<file path="src/rtl/tick_scheduler.sv">
// tick_scheduler
//   Generates one-cycle timestep pulses for a grid of spiking-neuron cores.
//   A tick comes from quiescence detection (input buffer, core and forward
//   buffers all idle for a programmable number of cycles), from a periodic
//   timer, or from either of them. A drain phase issues periodic ticks until
//   the grid reports completion.
//
// Ports
//   clk                 rising-edge clock
//   reset               synchronous reset, active high
//   enable              block enable; low returns the scheduler to IDLE
//   mode                0 quiescence, 1 periodic, 2 hybrid, 3 same as 0
//   quiet_thresh        consecutive quiet cycles needed for a tick (0 acts as 1)
//   period              periodic tick interval in cycles (0 acts as 1)
//   input_buffer_empty  spike input buffer is empty
//   core_idle           per-core idle flags
//   fwd_empty           per-core forward/north/local buffers empty
//   drain_req           request to enter the drain phase (ACTIVE only)
//   complete            grid finished; ends the drain phase (DRAIN only)
//   tick                registered one-cycle timestep pulse
//   tick_count          ticks issued since the last IDLE->ACTIVE, wraps
//   state_o             current state (IDLE=0, ACTIVE=1, DRAIN=2)
//   busy                state_o != IDLE
module tick_scheduler #(
  parameter int NUM_CORES = 4,
  parameter int QUIET_W   = 4,
  parameter int PERIOD_W  = 32,
  parameter int TSTEP_W   = 16
) (
  input  logic                 clk,
  input  logic                 reset,
  input  logic                 enable,
  input  logic [1:0]           mode,
  input  logic [QUIET_W-1:0]   quiet_thresh,
  input  logic [PERIOD_W-1:0]  period,
  input  logic                 input_buffer_empty,
  input  logic [NUM_CORES-1:0] core_idle,
  input  logic [NUM_CORES-1:0] fwd_empty,
  input  logic                 drain_req,
  input  logic                 complete,
  output logic                 tick,
  output logic [TSTEP_W-1:0]   tick_count,
  output logic [1:0]           state_o,
  output logic                 busy
);

  typedef enum logic [1:0] {
    IDLE   = 2'd0,
    ACTIVE = 2'd1,
    DRAIN  = 2'd2
  } state_t;

  localparam logic [QUIET_W-1:0]  Q_ONE = QUIET_W'(1'b1);
  localparam logic [PERIOD_W-1:0] P_ONE = PERIOD_W'(1'b1);
  localparam logic [TSTEP_W-1:0]  T_ONE = TSTEP_W'(1'b1);

  state_t               state_r;
  state_t               state_nxt_s;
  logic [QUIET_W-1:0]   quiet_cnt_r;
  logic [QUIET_W-1:0]   quiet_cnt_nxt_s;
  logic [PERIOD_W-1:0]  per_cnt_r;
  logic [PERIOD_W-1:0]  per_cnt_nxt_s;
  logic                 tick_r;
  logic [TSTEP_W-1:0]   tick_count_r;
  logic                 busy_r;

  logic                 quiet_s;
  logic [QUIET_W-1:0]   thr_m1_s;
  logic [PERIOD_W-1:0]  per_m1_s;
  logic                 q_src_s;
  logic                 p_src_s;
  logic                 q_hit_s;
  logic                 p_term_s;
  logic                 fire_s;
  logic                 clr_count_s;

  // Source selection, zero-threshold handling and terminal-count compares
  always_comb begin
    quiet_s  = input_buffer_empty & (&core_idle) & (&fwd_empty);
    // A zero threshold/period behaves as one, so the terminal count is 0.
    thr_m1_s = (quiet_thresh == '0) ? '0 : (quiet_thresh - Q_ONE);
    per_m1_s = (period == '0) ? '0 : (period - P_ONE);
    q_src_s  = (mode != 2'd1);
    p_src_s  = (mode == 2'd1) || (mode == 2'd2);
    q_hit_s  = q_src_s & quiet_s & (quiet_cnt_r == thr_m1_s);
    p_term_s = (per_cnt_r == per_m1_s);
  end

  // Next-state, counter updates and fire decision
  always_comb begin
    state_nxt_s     = state_r;
    quiet_cnt_nxt_s = quiet_cnt_r;
    per_cnt_nxt_s   = per_cnt_r;
    fire_s          = 1'b0;
    clr_count_s     = 1'b0;
    case (state_r)
      IDLE: begin
        quiet_cnt_nxt_s = '0;
        per_cnt_nxt_s   = '0;
        if (enable && ((mode == 2'd1) || !input_buffer_empty)) begin
          state_nxt_s = ACTIVE;
          clr_count_s = 1'b1;
        end else begin
          state_nxt_s = IDLE;
        end
      end
      ACTIVE: begin
        if (!enable) begin
          state_nxt_s     = IDLE;
          quiet_cnt_nxt_s = '0;
          per_cnt_nxt_s   = '0;
        end else begin
          // In hybrid mode both sources may hit together; they merge into one tick.
          fire_s = q_hit_s | (p_src_s & p_term_s);
          if (drain_req) begin
            state_nxt_s     = DRAIN;
            quiet_cnt_nxt_s = '0;
            per_cnt_nxt_s   = '0;
          end else if (fire_s) begin
            // Any tick restarts both sources so they cannot double up.
            quiet_cnt_nxt_s = '0;
            per_cnt_nxt_s   = '0;
          end else begin
            quiet_cnt_nxt_s = (q_src_s && quiet_s) ? (quiet_cnt_r + Q_ONE) : '0;
            per_cnt_nxt_s   = p_src_s ? (per_cnt_r + P_ONE) : '0;
          end
        end
      end
      DRAIN: begin
        quiet_cnt_nxt_s = '0;
        if (!enable || complete) begin
          state_nxt_s   = IDLE;
          per_cnt_nxt_s = '0;
        end else if (p_term_s) begin
          fire_s        = 1'b1;
          per_cnt_nxt_s = '0;
        end else begin
          per_cnt_nxt_s = per_cnt_r + P_ONE;
        end
      end
      default: begin
        state_nxt_s     = IDLE;
        quiet_cnt_nxt_s = '0;
        per_cnt_nxt_s   = '0;
      end
    endcase
  end

  // State, counters and registered outputs
  always_ff @(posedge clk) begin
    if (reset) begin
      state_r      <= IDLE;
      quiet_cnt_r  <= '0;
      per_cnt_r    <= '0;
      tick_r       <= 1'b0;
      tick_count_r <= '0;
      busy_r       <= 1'b0;
    end else begin
      state_r     <= state_nxt_s;
      quiet_cnt_r <= quiet_cnt_nxt_s;
      per_cnt_r   <= per_cnt_nxt_s;
      tick_r      <= fire_s;
      busy_r      <= (state_nxt_s != IDLE);
      // The count survives IDLE so it can be read after a drain completes.
      if (clr_count_s) begin
        tick_count_r <= '0;
      end else if (fire_s) begin
        tick_count_r <= tick_count_r + T_ONE;
      end else begin
        tick_count_r <= tick_count_r;
      end
    end
  end

  assign tick       = tick_r;
  assign tick_count = tick_count_r;
  assign state_o    = state_r;
  assign busy       = busy_r;

endmodule

</file>
<file path="config.mk">
export PLATFORM = sky130hd
export DESIGN_NAME = tick_scheduler
export DESIGN_NICKNAME = d
export VERILOG_FILES = /design/src/rtl/tick_scheduler.sv
export SDC_FILE = /design/constraint.sdc
export NUM_CORES = 1
export LEC_CHECK = 0
export CAP_MARGIN = 10
export CORE_MARGIN = 2
export CORE_UTILIZATION = 30
export DETAILED_ROUTE_END_ITERATION = 7
export DONT_BUFFER_PORTS = 1
export GPL_TIMING_DRIVEN = 0
export HOLD_SLACK_MARGIN = 0.1
export SLEW_MARGIN = 20
export SYNTH_ARGS = -nofsm -noshare
export SYNTH_HDL_FRONTEND = slang
export SYNTH_SLANG_ARGS = --single-unit
</file>
<file path="constraint.sdc">
create_clock -name clk -period 5.5 [get_ports clk]
set_clock_uncertainty 0.2 [all_clocks]
set_input_delay 1.1 -clock clk [delete_from_list [all_inputs] [get_ports clk]]
set_output_delay 1.1 -clock clk [all_outputs]
set_load 0.02 [all_outputs]
</file>
==> results of run 1 <==
-- cell usage after synthesis (all sizes together) (2+ instances only) --
master / n / area, sq um
nor3b: 4 / 30.03
a31oi: 11 / 68.82
o311ai: 2 / 17.52
o211ai: 3 / 22.52
buf: 16 / 105.1
and2: 2 / 12.51
xor2: 33 / 289.0
ha: 9 / 112.6
a31o: 7 / 61.31
o21ai: 14 / 70.07
o2bb2ai: 2 / 17.52
or3: 10 / 62.56
nor4b: 3 / 32.53
xnor2: 27 / 236.5
o31ai: 5 / 37.54
a211oi: 8 / 60.06
nor3: 31 / 192.7
clkbuf: 17 / 63.81
a21oi: 20 / 100.1
and4: 10 / 87.58
dfxtp: 56 / 1121
o21a: 9 / 67.56
nand4: 20 / 140.1
nand2: 37 / 141.4
nand3b: 5 / 37.54
nand4b: 4 / 35.03
a21o: 3 / 22.52
nor4: 22 / 165.2
or2: 6 / 37.54
and3: 19 / 118.9
a41o: 2 / 20.02
nand3: 27 / 135.1
inv: 24 / 90.09
a22oi: 3 / 22.52
nand2b: 5 / 31.28
nor2b: 4 / 25.02
mux2i: 7 / 70.07
nor2: 81 / 304.0
or4: 9 / 71.32
-- power groups by stage --
stage | clock (W) | combinational, W | sequential [W]
final | 0.000325 | 0.0000885 | 0.000408
after detailed placement | 0 | 0.0000872 | 0.000418
after CTS | 0.000342 | 0.0000876 | 0.000408
after global routing | 0.000360 | 0.0000977 | 0.000408
after global placement | 0 | 0.0000869 | 0.000418
after floorplan | 0 | 0.0000697 | 0.000417
-- cell families (layout without fill, tap and decap cells) --
family	Yosys count	in the layout	synth area share
AOI/OAI and AO/OA	107	107	0.1634
xor gates and xnor gates	62	62	0.1240
adders and majority gates	9	9	0.02442
buffers and inverters	57	65	0.05617
DFF	56	56	0.2431
muxes	8	8	0.01764
and+or+nand+nor	304	304	0.3712
-- state kept, by name, indices dropped and copies added, names as in the netlist --
| signal | cells |
|---|---|
| busy | 1 |
| per_cnt_r | 32 |
| quiet_cnt_r | 4 |
| state_o | 2 |
| tick | 1 |
| tick_count | 16 |
-- cells in the final DEF, fill, tap and decap left out, types with 14 or more instances in the layout --
cell type	netlist	final
nor2_1	81	81
dfxtp_1	56	56
nand2_1	36	36
xor2_1	33	33
xnor2_1	27	27
nand3_1	27	27
nor3_1	26	26
inv_1	24	24
a21oi_1	20	20
nand4_1	19	19
nor4_1	19	19
and3_1	19	19
clkbuf_1	17	17
o21ai_0	14	14
-- path summary, 6_finish.rpt --
check	to	slack, ns	start	cells past startpoint
max	per_cnt_r[25]	0.86	period[0]	14
min reg2reg	per_cnt_r[0]	0.29	per_cnt_r[0]	1
min	per_cnt_r[0]	0.29	per_cnt_r[0]	1
max reg2reg	per_cnt_r[25]	2.16	per_cnt_r[15]	11
-- final cells by class --
cell class | instances | area, sq um
Fill cell | 1640 | 10090
Multi-Input combinational cell | 490 | 3231
Sequential cell | 56 | 1121
Tap cell | 188 | 235.2
Buffer | 33 | 168.9
Clock buffer | 5 | 125.1
Inverter | 24 | 90.09
Clock inverter | 3 | 27.53
-- critical path: stages --
cell      delay, ns
inv_1          0.05
ha_1           0.21
nor4b_2        0.42
and4_1         0.25
buf_2          0.20
nand2_1        0.14
or3_1          0.32
a211oi_1       0.47
or3b_1         0.45
nor4_4         0.21
nand2_1        0.12
nand4b_1       0.29
buf_2          0.30
nor2_1         0.07
-- per-layer routing --
layer / global-route usage / up-vias / part of all wire
met5: 0 / - / 0
met4: 0.03878 / 0 / 0.016
met3: 0.02295 / 18 / 0.036
met2: 0.2586 / 96 / 0.48
met1: 0.2091 / 2078 / 0.47
li1: - / 2240 / -
-- metrics by stage --
stage,instance area [sq um],utilization,hold WS [ns],total power [W],std cells
2_1_floorplan,4611,-,0.2338,0.0004871,603
5_1_grt,4999,0.3313,0.3091,0.0008663,799
4_1_cts,4999,0.3313,0.2906,0.0008376,799
3_5_place_dp,4846,0.3211,0.2716,0.0005050,791
6_report,4999,0.3313,0.2930,0.0008218,799
3_3_place_gp,4846,0.3211,0.2606,0.0005047,791
==> metrics, run 1 <==
CTS H-tree depth 2; CTS Sinks 56; TritonCTS buffer count 5; Rows 45; post-route setup slack 0.8593 ns; Sw Ratio 0.2510; Post-synth EDFFs 0; first-pass GRT wire length 20660 microns; Synth Flop Type dfxtp_1; Post-Syn Area 4611 sq um; Peak VDD IR 0.1082 mV; Final min period 4.641 ns; post_cts resized 0; vias in the first global route 4023; RSZ-0062 raised after global routing no; Mapped Cells 603; CP Capture Type flip-flop; syn_nets 664; DRC Markers 0; hpwl dp 10070 microns; DR vias/cell 5.547; Post-CTS Hold Buffers 0; total track usage 0.1545; Setup Slack @ Placement 0.5730 ns; fmax 215.5 MHz; switching power total 0.0002063 W; die width 128.0 microns; number of nets with antenna violations after routing 0; n_diodes 0; I/O Pins 72; initial antenna violation count 0; min-delay worst type flip-flop to flip-flop; combinational fraction of design power 0.108; clock buffer depth 2; Iteration-0 DRC Markers 312; part of the power in registers 0.497; core region area 15090 sq um; P&R area growth vs syn 8.412%; kind of critical path input pin to flip-flop; clock share of power 0.396; Worst-Margin Slew 0.5821 ns; share of layout cells above drive strength 1 0.08674; worst-path fanout max 10; DR WL/cell 15.89 microns; drt pass-1 iters 5; Mean Syn Cell Area 7.646 sq um; status complete, no violations; post-route clock period utilization 0.8438; setup TNS 0 ns; Synth Register Bits 56; Max-Cap Viols 0; Power Density 164.4 nW/um^2; port bufs 0; cell-internal power 0.0006156 W; TritonCTS clock tree built; number of library cell types mapped by synthesis 77; die height 128.0 microns; clk root buf clkbuf_16; Final setup viols 0; initial core utilization 0.3056; Leak 1.590 nW; GP Congestion 0.9303; fin nets 671; worst skew pair latency 0.30 ns; total wire length 12700 microns; via count 4432; GRT overflow 0; largest net degree at the start of global routing 20; Crit path required time 5.48 ns; warnings from Yosys 0; Hold Vio Cnt, Final 0; Slew HR 0.6105; Slew Viols, Final 0; postcts setup bufs 0; CP Data Arrival Time 4.62 ns; clk slew on worst S/H paths 0.08 ns; die area 16380 sq um; Post-synth ARST share 0; Worst Setup Start Kind input pin; sequential fraction of the synthesis area 0.2431
Note: power is estimated with default switching activity, not from simulation.
==> run 2, diff against run 1 <==
==> constraint.sdc (replaced) <==
create_clock -name clk -period 3.83 [get_ports clk]
set_clock_uncertainty 0.2 [all_clocks]
set_input_delay 0.766 -clock clk [delete_from_list [all_inputs] [get_ports clk]]
set_output_delay 0.766 -clock clk [all_outputs]
set_load 0.02 [all_outputs]
==> metrics, run 2 (synthesis gave the netlist of run 1 again) <==
failing checks setup timing; # fillers 1575 (was 1640); clk slew on worst S/H paths 0.07 ns (was 0.08 ns); via count 4659 (was 4432); CP max stage cell or4_4 (was a211oi_1); routed length on met2 6753 microns (was 6085 microns); Non-Filler Instances 825 (was 799); Design Area, Final 5677 sq um (was 4999 sq um); worst-path fanout max 6 (was 10); status complete, but fails checks (was complete, no violations); vias in the first global route 4209 (was 4023); commonest non-fill, non-tap cell in the layout nor2_1 (unchanged); n_diodes 0 (unchanged); Power Density 215.2 nW/um^2 (was 164.4 nW/um^2); total track usage 0.1598 (was 0.1545); RSZ-0062 raised after global routing yes (was no); Crit path required time 3.82 ns (was 5.48 ns); number of nets with antenna violations after routing 0 (unchanged); post-route clock period utilization 1.017; P&R area growth vs syn 23.12% (was 8.412%); largest net degree at the start of global routing 18 (was 20); Top Layer Used met4 (unchanged); hpwl dp 10160 microns (was 10070 microns); first-pass GRT wire length 21330 microns (was 20660 microns); CTS Sinks 56 (unchanged); Rows 45 (unchanged); Largest stage delay, worst path 0.58 ns (was 0.47 ns); port bufs 0 (unchanged); WL met3 751 microns (was 453 microns); DRC Markers 0 (unchanged); DR WL/cell 16.84 microns (was 15.89 microns); metal1 wirelength 6242 microns (was 5951 microns); post-route setup slack -0.06475 ns (was 0.8593 ns); min-delay worst type flip-flop to flip-flop (unchanged); Iteration-0 DRC Markers 326 (was 312); fin nets 697 (was 671); I/O Pins 72 (unchanged); Worst-Margin Slew 0.8660 ns (was 0.5821 ns); initial core utilization 0.3056 (unchanged); die width 128.0 microns (unchanged); GP Congestion 0.9212 (was 0.9303); Final min period 3.895 ns; critical path, cell by cell inv_12, ha_4, or4b_4, or4_4, a21oi_1, nor2_1, o211ai_1, nand4bb_1, nor4_2, buf_4, a32o_2, buf_6, buf_12, and4_1, o21a_1 (was inv_1, ha_1, nor4b_2, and4_1, buf_2, nand2_1, or3_1, a211oi_1, or3b_1, nor4_4, nand2_1, nand4b_1, buf_2, nor2_1); clock buffer depth 2 (unchanged); CP Data Arrival Time 3.88 ns (was 4.62 ns); initial antenna violation count 0 (unchanged); DP Area 4883 sq um (was 4846 sq um); share of layout cells above drive strength 1 0.1931 (was 0.08674); Worst Setup Start Kind input pin (unchanged); clk root buf clkbuf_16 (unchanged); CP Capture Type flip-flop (unchanged); kind of critical path input pin to flip-flop (unchanged); fmax 256.8 MHz; die height 128.0 microns (unchanged); core region area 15090 sq um (unchanged); setup TNS -0.2071 ns (was 0 ns); TritonCTS clock tree built (unchanged); total wire length 13890 microns (was 12700 microns); Slew Viols, Final 0 (unchanged); Post-CTS Hold Buffers 0 (unchanged); Slew HR 0.4077 (was 0.6105); Max-Cap Viols 0 (unchanged); DR vias/cell 5.647 (was 5.547); GRT overflow 0 (unchanged); Leak 1.889 nW (was 1.590 nW); Final setup viols 8 (was 0); Largest register FFs 32 (unchanged); Hold Vio Cnt, Final 0 (unchanged); most frequent cells in the layout nor2_1, dfxtp_1, nand2_1 (unchanged); die area 16380 sq um (unchanged); placed cell count 791 (unchanged); Bufs and invs on worst path 4 (was 3); TritonCTS buffer count 5 (unchanged); CP top delay family simple AND/OR/NAND/NOR gates (unchanged); Biggest register per_cnt_r (unchanged); Worst Hold Slack 0.2969 ns (was 0.2930 ns); worst skew pair latency 0.29 ns (was 0.30 ns); Peak VDD IR 0.1571 mV (was 0.1082 mV); CTS H-tree depth 2 (unchanged); drt pass-1 iters 5 (unchanged)
[run 2: changes by cell type in the layout (fill, tap and decap cells not counted), moves of 7 or more]
cell    delta
buf_6      +9
nor4_1     -9
nor4_4     +7
buf_4     +22
buf_2      -9
[run 2: final timing paths]
kind,cells after the start,slack (ns),from,endpoint
hold reg to reg,1,0.30,per_cnt_r[0],per_cnt_r[0]
setup / recovery,15,-0.06,period[1],tick_count[10]
hold / removal,1,0.30,per_cnt_r[0],per_cnt_r[0]
setup reg to reg,12,0.42,per_cnt_r[15],tick_count[10]
[run 2: area by class of cell]
| cell class | count | area [sq um] | area share |
|---|---|---|---|
| clock inverter | 2 | 13.76 | 0.002425 |
| tap | 188 | 235.2 | 0.04144 |
| inverter | 24 | 110.1 | 0.01940 |
| clock buffer | 6 | 138.9 | 0.02447 |
| buffer | 32 | 251.5 | 0.04430 |
| timing repair buffer | 27 | 237.7 | 0.04188 |
| sequential | 56 | 1121 | 0.1975 |
| multi-input combinational | 490 | 3568 | 0.6286 |
[run 2: stage by stage]
stage / setup slack (ns) / util / total power (W)
CTS: -0.04218 / 0.3532 / 0.001228
floorplan: 0.002573 / - / 0.0007024
global route: -0.1759 / 0.3762 / 0.001287
detailed placement: -0.7378 / 0.3236 / 0.0007287
global placement: -0.7212 / 0.3236 / 0.0007281
finish: -0.06475 / 0.3762 / 0.001221
[run 2: metal layers]
metal	global-route usage	up-vias
li1	-	2279
met1	0.2124	2231
met5	0	-
met4	0.04331	0
met3	0.02922	17
met2	0.2664	132
[run 2: power by group]
part / total, W / switching [W] / internal [W]
clock network: 0.000476 / 0.000214 / 0.000262
logic: 0.000159 / 0.0000864 / 0.0000729
registers: 0.000586 / 0.00000313 / 0.000583
total: 0.00122 / 0.000303 / 0.000918
[run 2: what timing repair did]
item,CTS,global route
gates cloned,0,2
hold endpoints to repair,0,0
pin swaps,36,29
setup endpoints to repair,53,53
buffers inserted,12,13
gates resized for setup,47,43
